[src/rtl/tick_timer_bank.sv]
`default_nettype none
// ============================================================================
//  Module      : tick_timer_bank
//  Description : Bank of CHANNELS independent programmable tick generators.
//                Each channel counts clock cycles up to a programmable period
//                and emits a registered one-cycle tick on wrap.
//                Channels run periodic or one-shot, can be paused, started,
//                restarted and stopped.
//  Revision    : 1.0 - initial release
// ----------------------------------------------------------------------------
//  Ports
//    clock          in   system clock, all logic on posedge
//    resetn         in   synchronous active-low reset
//    en_i           in   per-channel count enable (low pauses the channel)
//    mode_i         in   per-channel mode, 0 periodic / 1 one-shot (at start)
//    start_i        in   per-channel start / restart strobe
//    stop_i         in   per-channel stop strobe (wins over start)
//    load_i         in   period write strobe
//    load_ch_i      in   channel index for the period write
//    load_period_i  in   new period value
//    tick_o         out  registered one-cycle tick per channel
//    busy_o         out  high while the channel is running
// ============================================================================
module tick_timer_bank #(
  parameter int unsigned      WIDTH          = 26,
  parameter int unsigned      CHANNELS       = 4,
  parameter int unsigned      CH_BITS        = 2,
  parameter logic [WIDTH-1:0] DEFAULT_PERIOD = WIDTH'(50000000)
) (
  input  logic                clock,
  input  logic                resetn,
  input  logic [CHANNELS-1:0] en_i,
  input  logic [CHANNELS-1:0] mode_i,
  input  logic [CHANNELS-1:0] start_i,
  input  logic [CHANNELS-1:0] stop_i,
  input  logic                load_i,
  input  logic [CH_BITS-1:0]  load_ch_i,
  input  logic [WIDTH-1:0]    load_period_i,
  output logic [CHANNELS-1:0] tick_o,
  output logic [CHANNELS-1:0] busy_o
);

  typedef enum logic [0:0] {
    ST_IDLE = 1'b0,
    ST_RUN  = 1'b1
  } state_t;

  for (genvar c = 0; c < CHANNELS; c++) begin : g_ch

    state_t           state_q, state_d;
    logic [WIDTH-1:0] count_q, count_d;
    logic [WIDTH-1:0] period_q, period_d;
    logic [WIDTH-1:0] pend_q, pend_d;
    logic             pend_valid_q, pend_valid_d;
    logic             mode_q, mode_d;
    logic             tick_q, tick_d;

    logic             load_hit;
    logic             at_wrap;
    logic [WIDTH-1:0] start_period;

    // Indices beyond the channel count never match any channel, so such
    // writes are dropped without extra logic.
    assign load_hit     = load_i && (load_ch_i == CH_BITS'(c));

    // Period that a start would make active.
    assign start_period = pend_valid_q ? pend_q : period_q;

    // A running channel never holds period 0, so period-1 cannot underflow
    // in any state where this compare is used.
    assign at_wrap      = (count_q == (period_q - WIDTH'(1)));

    always_comb begin
      state_d      = state_q;
      count_d      = count_q;
      period_d     = period_q;
      pend_d       = pend_q;
      pend_valid_d = pend_valid_q;
      mode_d       = mode_q;
      tick_d       = 1'b0;

      if (stop_i[c]) begin
        state_d = ST_IDLE;
        count_d = '0;
      end else if (start_i[c]) begin
        // A start with an effective period of zero is ignored entirely,
        // leaving the channel (and its pending value) untouched.
        if (start_period != '0) begin
          state_d      = ST_RUN;
          count_d      = '0;
          period_d     = start_period;
          pend_valid_d = 1'b0;
          mode_d       = mode_i[c];
        end
      end else if ((state_q == ST_RUN) && en_i[c]) begin
        if (at_wrap) begin
          tick_d  = 1'b1;
          count_d = '0;
          if (mode_q) begin
            state_d = ST_IDLE;
          end else if (pend_valid_q) begin
            period_d     = pend_q;
            pend_valid_d = 1'b0;
            // A pending zero period stops the channel after this tick.
            if (pend_q == '0) begin
              state_d = ST_IDLE;
            end
          end
        end else begin
          count_d = count_q + WIDTH'(1);
        end
      end

      // Evaluated last so a write on the same edge as a start or wrap is kept
      // pending for the next one rather than being consumed immediately.
      if (load_hit) begin
        pend_d       = load_period_i;
        pend_valid_d = 1'b1;
      end
    end

    always_ff @(posedge clock) begin
      if (!resetn) begin
        state_q      <= ST_IDLE;
        count_q      <= '0;
        period_q     <= DEFAULT_PERIOD;
        pend_q       <= DEFAULT_PERIOD;
        pend_valid_q <= 1'b0;
        mode_q       <= 1'b0;
        tick_q       <= 1'b0;
      end else begin
        state_q      <= state_d;
        count_q      <= count_d;
        period_q     <= period_d;
        pend_q       <= pend_d;
        pend_valid_q <= pend_valid_d;
        mode_q       <= mode_d;
        tick_q       <= tick_d;
      end
    end

    assign tick_o[c] = tick_q;
    assign busy_o[c] = (state_q == ST_RUN);

  end : g_ch

endmodule : tick_timer_bank
`default_nettype wire

[config.mk]
export PLATFORM = sky130hd
export DESIGN_NAME = tick_timer_bank
export DESIGN_NICKNAME = d
export VERILOG_FILES = /design/src/rtl/tick_timer_bank.sv
export SDC_FILE = /design/constraint.sdc
export NUM_CORES = 1
export LEC_CHECK = 0
export ABC_AREA = 1
export CORE_MARGIN = 8
export CORE_UTILIZATION = 30
export DETAILED_ROUTE_END_ITERATION = 12
export PLACE_DENSITY_LB_ADDON = 0.2
export SLEW_MARGIN = 20
export SYNTH_ARGS = -nofsm -noshare
export SYNTH_HDL_FRONTEND = slang
export SYNTH_SLANG_ARGS = --single-unit
[constraint.sdc]
create_clock -name clock -period 2.1 [get_ports clock]
set_input_delay 0.21 -clock clock [delete_from_list [all_inputs] [get_ports clock]]
set_output_delay 0.21 -clock clock [all_outputs]
set_load 0.03 [all_outputs]
==> results of run 1 <==
## per-stage QoR
stage          instances  cell area [um2]  hold WS (ns)
2_1_floorplan       3303            20500         0.323
3_3_place_gp        4802            26800         0.458
3_5_place_dp        4802            26800         0.461
4_1_cts             4955            30000         0.142
5_1_grt             4983            31400         0.175
6_report            4984            31400         0.147
## cells in the mapped netlist (16+ instances only)
library cell	instances
buf_2	25
dfxtp_1	328
o21ai_0	173
nand3b_1	16
nor3_1	64
nor4_1	39
buf_4	22
inv_1	320
nor2_1	538
o211ai_1	20
nand2_2	21
a21oi_1	118
o21ai_1	40
xnor2_1	55
nand4_1	84
xor2_1	88
clkbuf_1	44
nor2_2	18
nand2_1	941
nand3_1	226
## layer usage
layer,global-route usage [%],part of all wire (%)
met1,24.5,47
met2,31.2,47
met3,2.28,3.8
met4,4.73,2.3
met5,0,0
## state kept, by name, summed over array words and instances, names as in the netlist
register / count
g_ch.mode_q: 4
g_ch.pend_q: 104
g_ch.period_q: 104
g_ch.pend_valid_q: 4
g_ch.tick_q: 4
g_ch.count_q: 104
g_ch.state_q: 4
## cells by family after synthesis
logic type               Yosys count  share of synthesized area (%)
buffers and inverters            443                           9.23
multiplexers                       2                         0.0980
AND/OR/NAND/NOR                 1999                           41.9
AO/OA/AOI/OAI                    379                           9.94
XOR/XNOR                         144                           6.24
adder cells (fa/ha/maj)            8                          0.490
flip-flops                       328                           32.1
## final cells by class
| cell class | instances | area, um2 |
|---|---|---|
| clock inverter | 20 | 290 |
| tap | 873 | 1090 |
| timing repair buffer | 835 | 7180 |
| fill | 6949 | 35900 |
| timing repair inverter | 4 | 63.8 |
| sequential | 328 | 6630 |
| clock buffer | 54 | 1130 |
| antenna | 1 | 2.50 |
| inverter | 335 | 1380 |
| multi-input combinational | 2534 | 13600 |
## tightest hold or removal path, stage by stage
cell     delay, ns
buf_6         0.11
buf_12        0.19
nand2_1       0.12
nor2_1        0.03
## repair_timing
item,in CTS,in global routing
endpoints found under the hold margin,0,0
pin swaps,89,97
endpoints found under the setup margin,220,221
resized for setup,352,289
setup buffers,64,23
cloned,15,12
## power groups by stage
stage	Clock, mW	Combinational [mW]	Sequential, mW
floorplan	0	1.63	6.76
global placement	0	3.30	6.80
detailed placement	0	3.31	6.80
CTS	7.87	3.76	6.68
global route	8.11	4.42	6.73
finish	7.66	4.04	6.70
## worst paths after layout
check | startpoint | to | slack, ns
setup / recovery | g_ch[0].period_q[1] | g_ch[0].period_q[11] | -0.31
hold / removal | resetn | g_ch[2].period_q[3] | 0.15
setup reg to reg | g_ch[0].period_q[1] | g_ch[0].period_q[11] | -0.31
hold reg to reg | g_ch[3].pend_q[5] | g_ch[3].pend_q[5] | 0.46
==> impl_metrics.py, run 1 <==
metrics = {
    "routing": {
        "drt-wirelength-per-cell_um": 15.0,
        "num_vias": 23300,
        "post-route-drc-count": 0,
        "drt-pass1-iter-count": 5,
        "routed_wl_um": 74500,
        "drtIter0Drc": 1295,
        "routed_via_density": 4.68,
        "ant_nets": 0,
    },
    "power": {
        "leakagePower_nw": 13.7,
        "share_comb_of_total_power_pct": 22.0,
        "p_total_mw": 18.4,
        "power_frac_clock_pct": 41.6,
        "power_density_nw_per_um2": 587,
        "sequentialPowerShare_pct": 36.4,
        "switchingPower_mw": 5.30,
        "ir_worst_vdd_mv": 0.472,
        "p_sw_share_pct": 28.8,
        "cell_internal_pwr_mw": 13.1,
    },
    "timing": {
        "finalHoldViolCount": 0,
        "slew_headroom_pct": 38.8,
        "fin_setup_tns_ns": -39.44,
        "fin_crit_ns": 2.41,
        "fmax_mhz": 415,
        "rsz0062_at_grt": "yes",
        "tightest_slew_ns": 0.918,
        "drv_slew": 0,
        "setup_ws_ns": -0.308,
        "finalCritPeriodShare_pct": 115,
        "skew_ns": 0.0153,
        "finalSetupViolations": 217,
    },
    "worst_setup_path": {
        "crit_top_cell": "nand2_1",
        "start_kind": "register",
        "crit_buf_inv": 6,
        "worstPathArrival_ns": 2.87,
        "cp_max_fo": 8,
        "crit_required_ns": 2.56,
        "slowest_stage": "dfxtp_2",
        "critical-path-top-delay-family": "simple AND/OR/NAND/NOR gates",
        "path_cells": "buf_6 > nor2_4 > nand2_4 > nor2_4 > buf_12 > nand4_1 > nand2_1 > nand2_1 > inv_1 > nand2_1 > nor2_2 > nand3_1 > nand2_2 > buf_6 > nand2_4 > buf_12 > inv_12 > nand2_1 > nand2_1 > nor2_1",
        "path_class": "reg2reg",
        "endpoint_kind": "register",
        "cp_num_cells": 20,
        "max_stage_delay_ns": 0.32,
        "reg2reg_depth": 20,
    },
    "synth": {
        "syn_area_um2": 20400,
        "yosysSeqAreaShare_pct": 32.1,
        "synth_fp_nets": 3358,
        "postSynth.asyncResetShare_pct": 0,
        "syn_inst": 3303,
        "synth_ff_type": "dfxtp_1",
        "synth_edf_count": 0,
        "ys_types": 48,
        "synth.largest_area_cell": "dfxtp_1",
        "syn_area_per_cell_um2": 6.19,
        "ys_seq_elements": 328,
        "ys_warn_count": 0,
        "yosysTopAreaCellShare_pct": 32.1,
        "synth_area_leaders": "dfxtp_1 (32%), nand2_1 (17%), nor2_1 (9.9%)",
    },
    "layout": {
        "layout_commonest_cell": "nand2_1",
        "utilization_pct": 46.6,
        "area_delta_synth_final_pct": 53.5,
        "mostFrequentLayoutCells": "nand2_1 (849), buf_4 (694), nor2_1 (444)",
        "drive_gt1_share_pct": 31.8,
        "fin_nets": 4134,
    },
    "placement": {
        "hpwlAfterDp_um": 54700,
        "dp_slack_ns": -0.491,
        "gp_congestion": 0.882,
        "io_buffer_count": 54,
    },
    "worst_hold_path": {
        "hold_path_depth": 4,
        "min_path_type": "in2reg",
    },
    "global_routing": {
        "grt_max_degree": 107,
        "grt_usage_pct": 18.4,
        "globalRouteOverflowTotal": 0,
        "grt_pass1_wl_um": 117000,
        "antenna_found_initial": 0,
        "grt_pass1_vias": 22000,
    },
    "clocking": {
        "cts.hold.buffers_added": 0,
        "ctsHtreeMaxLevel": 2,
        "cts_sinks": 328,
        "root_buffer": "clkbuf_16",
        "clock_path_buffers": 3,
        "insertion_delay_ns": 0.57,
        "clk_pin_slew_ns": 0.06,
        "cts_made_buffers": 41,
        "cts_tree": "yes",
    },
    "floorplanning": {
        "die_x_um": 277,
        "core.rowCount": 95,
        "dieArea_um2": 76700,
        "initial_utilization_pct": 30.4,
        "core-area_um2": 67300,
        "die_h_um": 277,
        "pin_count": 55,
    },
    "flow_run": {
        "cap_violations": 0,
    },
    "outcome": {
        "violations": "negative setup slack",
        "status": "finished, violations left",
    },
}
No activity file was read; power rests on OpenSTA's default activity.
==> run 2, diff against run 1 <==
--- a/config.mk
+++ b/config.mk
@@ -6,8 +6,7 @@
 export NUM_CORES = 1
 export LEC_CHECK = 0
 export ABC_AREA = 1
-export CORE_MARGIN = 8
-export CORE_UTILIZATION = 30
+export CORE_UTILIZATION = 50
 export DETAILED_ROUTE_END_ITERATION = 12
 export PLACE_DENSITY_LB_ADDON = 0.2
 export SLEW_MARGIN = 20
==> run 2 against run 1 <==
  * The flow still finishes with violations (negative setup slack)
  * First-iteration DRC count rose by 53%
  * Combinational power shrank 3%
  * Critical endpoint is now g_ch[3].period_q[2]
  * Highest routed layer unchanged
  * Largest cell class unchanged
  * Sequential power about the same
  * Sequential cell count is the same
  * Count of clock-buffer cells in the layout shrank 4
  * Worst hold slack better by 0.13 ns
==> impl_metrics.py, run 2 (synthesis gave the netlist of run 1 again) <==
metrics = {
    "clocking": {
        "cts_made_buffers": 38,
        "root_buffer": "clkbuf_16",
        "cts_sinks": 328,
        "clock_path_buffers": 3,
        "cts.hold.buffers_added": 0,
        "cts_tree": "yes",
        "clk_pin_slew_ns": 0.06,
        "insertion_delay_ns": 0.57,
        "ctsHtreeMaxLevel": 2,
    },
    "worst_setup_path": {
        "max_stage_delay_ns": 0.37,
        "reg2reg_depth": 14,
        "slowest_stage": "dfxtp_4",
        "path_cells": "clkbuf_16 > o21ai_0 > nand4_1 > nor2_1 > nand2_1 > nand2_2 > nand2_4 > inv_2 > nor2_2 > nand2_8 > buf_12 > clkinv_8 > nor2_1 > nor2_1",
        "worstPathArrival_ns": 2.91,
        "path_class": "reg2reg",
        "crit_required_ns": 2.55,
        "critical-path-top-delay-family": "simple AND/OR/NAND/NOR gates",
        "cp_max_fo": 12,
        "cp_num_cells": 14,
        "start_kind": "register",
        "endpoint_kind": "register",
        "crit_buf_inv": 4,
        "crit_top_cell": "nor2_1",
    },
    "timing": {
        "fin_setup_tns_ns": -49.05,
        "fin_crit_ns": 2.47,
        "tightest_slew_ns": 0.865,
        "drv_slew": 0,
        "skew_ns": 0.0220,
        "fmax_mhz": 405,
        "finalCritPeriodShare_pct": 118,
        "finalSetupViolations": 220,
        "finalHoldViolCount": 0,
        "setup_ws_ns": -0.369,
        "rsz0062_at_grt": "yes",
        "slew_headroom_pct": 42.3,
    },
    "power": {
        "power_density_nw_per_um2": 591,
        "leakagePower_nw": 12.9,
        "ir_worst_vdd_mv": 0.457,
    },
    "layout": {
        "antenna_cells": 0,
        "fin_nets": 3991,
        "final_cells": 4490,
        "top_regs": "g_ch.count_q (104), g_ch.pend_q (104), g_ch.period_q (104)",
        "drive_gt1_share_pct": 31.2,
        "layout_commonest_cell": "nand2_1",
        "mostFrequentLayoutCells": "nand2_1 (824), buf_4 (562), nor2_1 (404)",
        "area_delta_synth_final_pct": 47.2,
    },
    "outcome": {
        "violations": "negative setup slack",
        "status": "finished, violations left",
    },
    "placement": {
        "post-place-cells": 4337,
        "gp_congestion": 0.940,
        "io_buffer_count": 54,
        "hpwlAfterDp_um": 51500,
    },
    "routing": {
        "routed_wl_um": 75500,
        "routed_via_density": 5.44,
        "drt-pass1-iter-count": 8,
        "ant_nets": 0,
        "drtIter0Drc": 1977,
        "drt-wirelength-per-cell_um": 16.8,
        "num_vias": 24400,
        "post-route-drc-count": 0,
    },
    "global_routing": {
        "grt_max_degree": 186,
        "grt_pass1_vias": 22700,
        "antenna_found_initial": 0,
        "globalRouteOverflowTotal": 0,
        "grt_pass1_wl_um": 112000,
        "grt_usage_pct": 33.0,
    },
    "floorplanning": {
        "die_x_um": 204,
        "dieArea_um2": 41700,
        "core.rowCount": 73,
        "die_h_um": 204,
        "pin_count": 55,
        "core-area_um2": 40000,
        "initial_utilization_pct": 51.1,
    },
    "flow_run": {
        "cap_violations": 0,
    },
    "worst_hold_path": {
        "min_path_type": "in2reg",
        "hold_path_depth": 3,
    },
}
==> run 2: cell count changes in the layout (fill, tap and decap cells not counted), sizes merged, moves of 2 or more <==
cell,change
buf,-147
inv,+5
clkbuf,-3
clkinv,-3
clkinvlp,+2
==> run 2: worst min-delay path: stages <==
cell             delay, ns
clkdlybuf4s50_1       0.43
nand4_1               0.10
nor2_1                0.04
==> run 2: final timing paths <==
path | from | end | slack [ns]
max | g_ch[3].pend_valid_q | g_ch[3].period_q[2] | -0.37
min | en_i[0] | g_ch[0].tick_q | 0.28
max reg2reg | g_ch[3].pend_valid_q | g_ch[3].period_q[2] | -0.37
min reg2reg | g_ch[2].pend_q[9] | g_ch[2].pend_q[9] | 0.47
==> run 2: report_power, final <==
part	switching (mW)	internal [mW]
Combinational	2.11	1.81
Clock	2.82	4.30
Sequential	0.277	6.45
Total	5.22	12.6
==> run 2: area by class of cell <==
class,count,area (um2)
multi-input combinational,2536,14000
fill,3080,9930
sequential,328,6630
timing repair buffer,689,6020
inverter,335,1330
clock buffer,50,1060
tap,525,657
clock inverter,19,262
timing repair inverter,8,111
==> run 2: per-layer routing <==
layer | up-vias | wire [um] | track usage [%]
li1 | 11900 | - | -
met1 | 11400 | 30500 | 40.1
met2 | 881 | 37000 | 57.9
met3 | 263 | 3900 | 3.48
met4 | 0 | 4070 | 15.9
met5 | - | 0 | 0
==> run 2: metrics by stage <==
stage | hold slack, ns | setup WS [ns] | utilization [%] | cell area (um2) | total power, mW
4_1_cts | 0.261 | -0.215 | 69.8 | 27900 | 17.2
3_5_place_dp | 0.465 | -0.390 | 63.5 | 25400 | 9.87
6_report | 0.275 | -0.369 | 75.2 | 30100 | 17.8
2_1_floorplan | 0.323 | 0.00700 | - | 20500 | 8.38
3_3_place_gp | 0.460 | -0.338 | 63.5 | 25400 | 9.79
5_1_grt | 0.290 | -0.457 | 75.2 | 30100 | 18.4
==> run 2: timing repair <==
action	in CTS	in global routing
gates resized for setup	224	525
buffers inserted	34	22
gates cloned	14	17
pin swaps	41	147
setup endpoints to repair	219	220
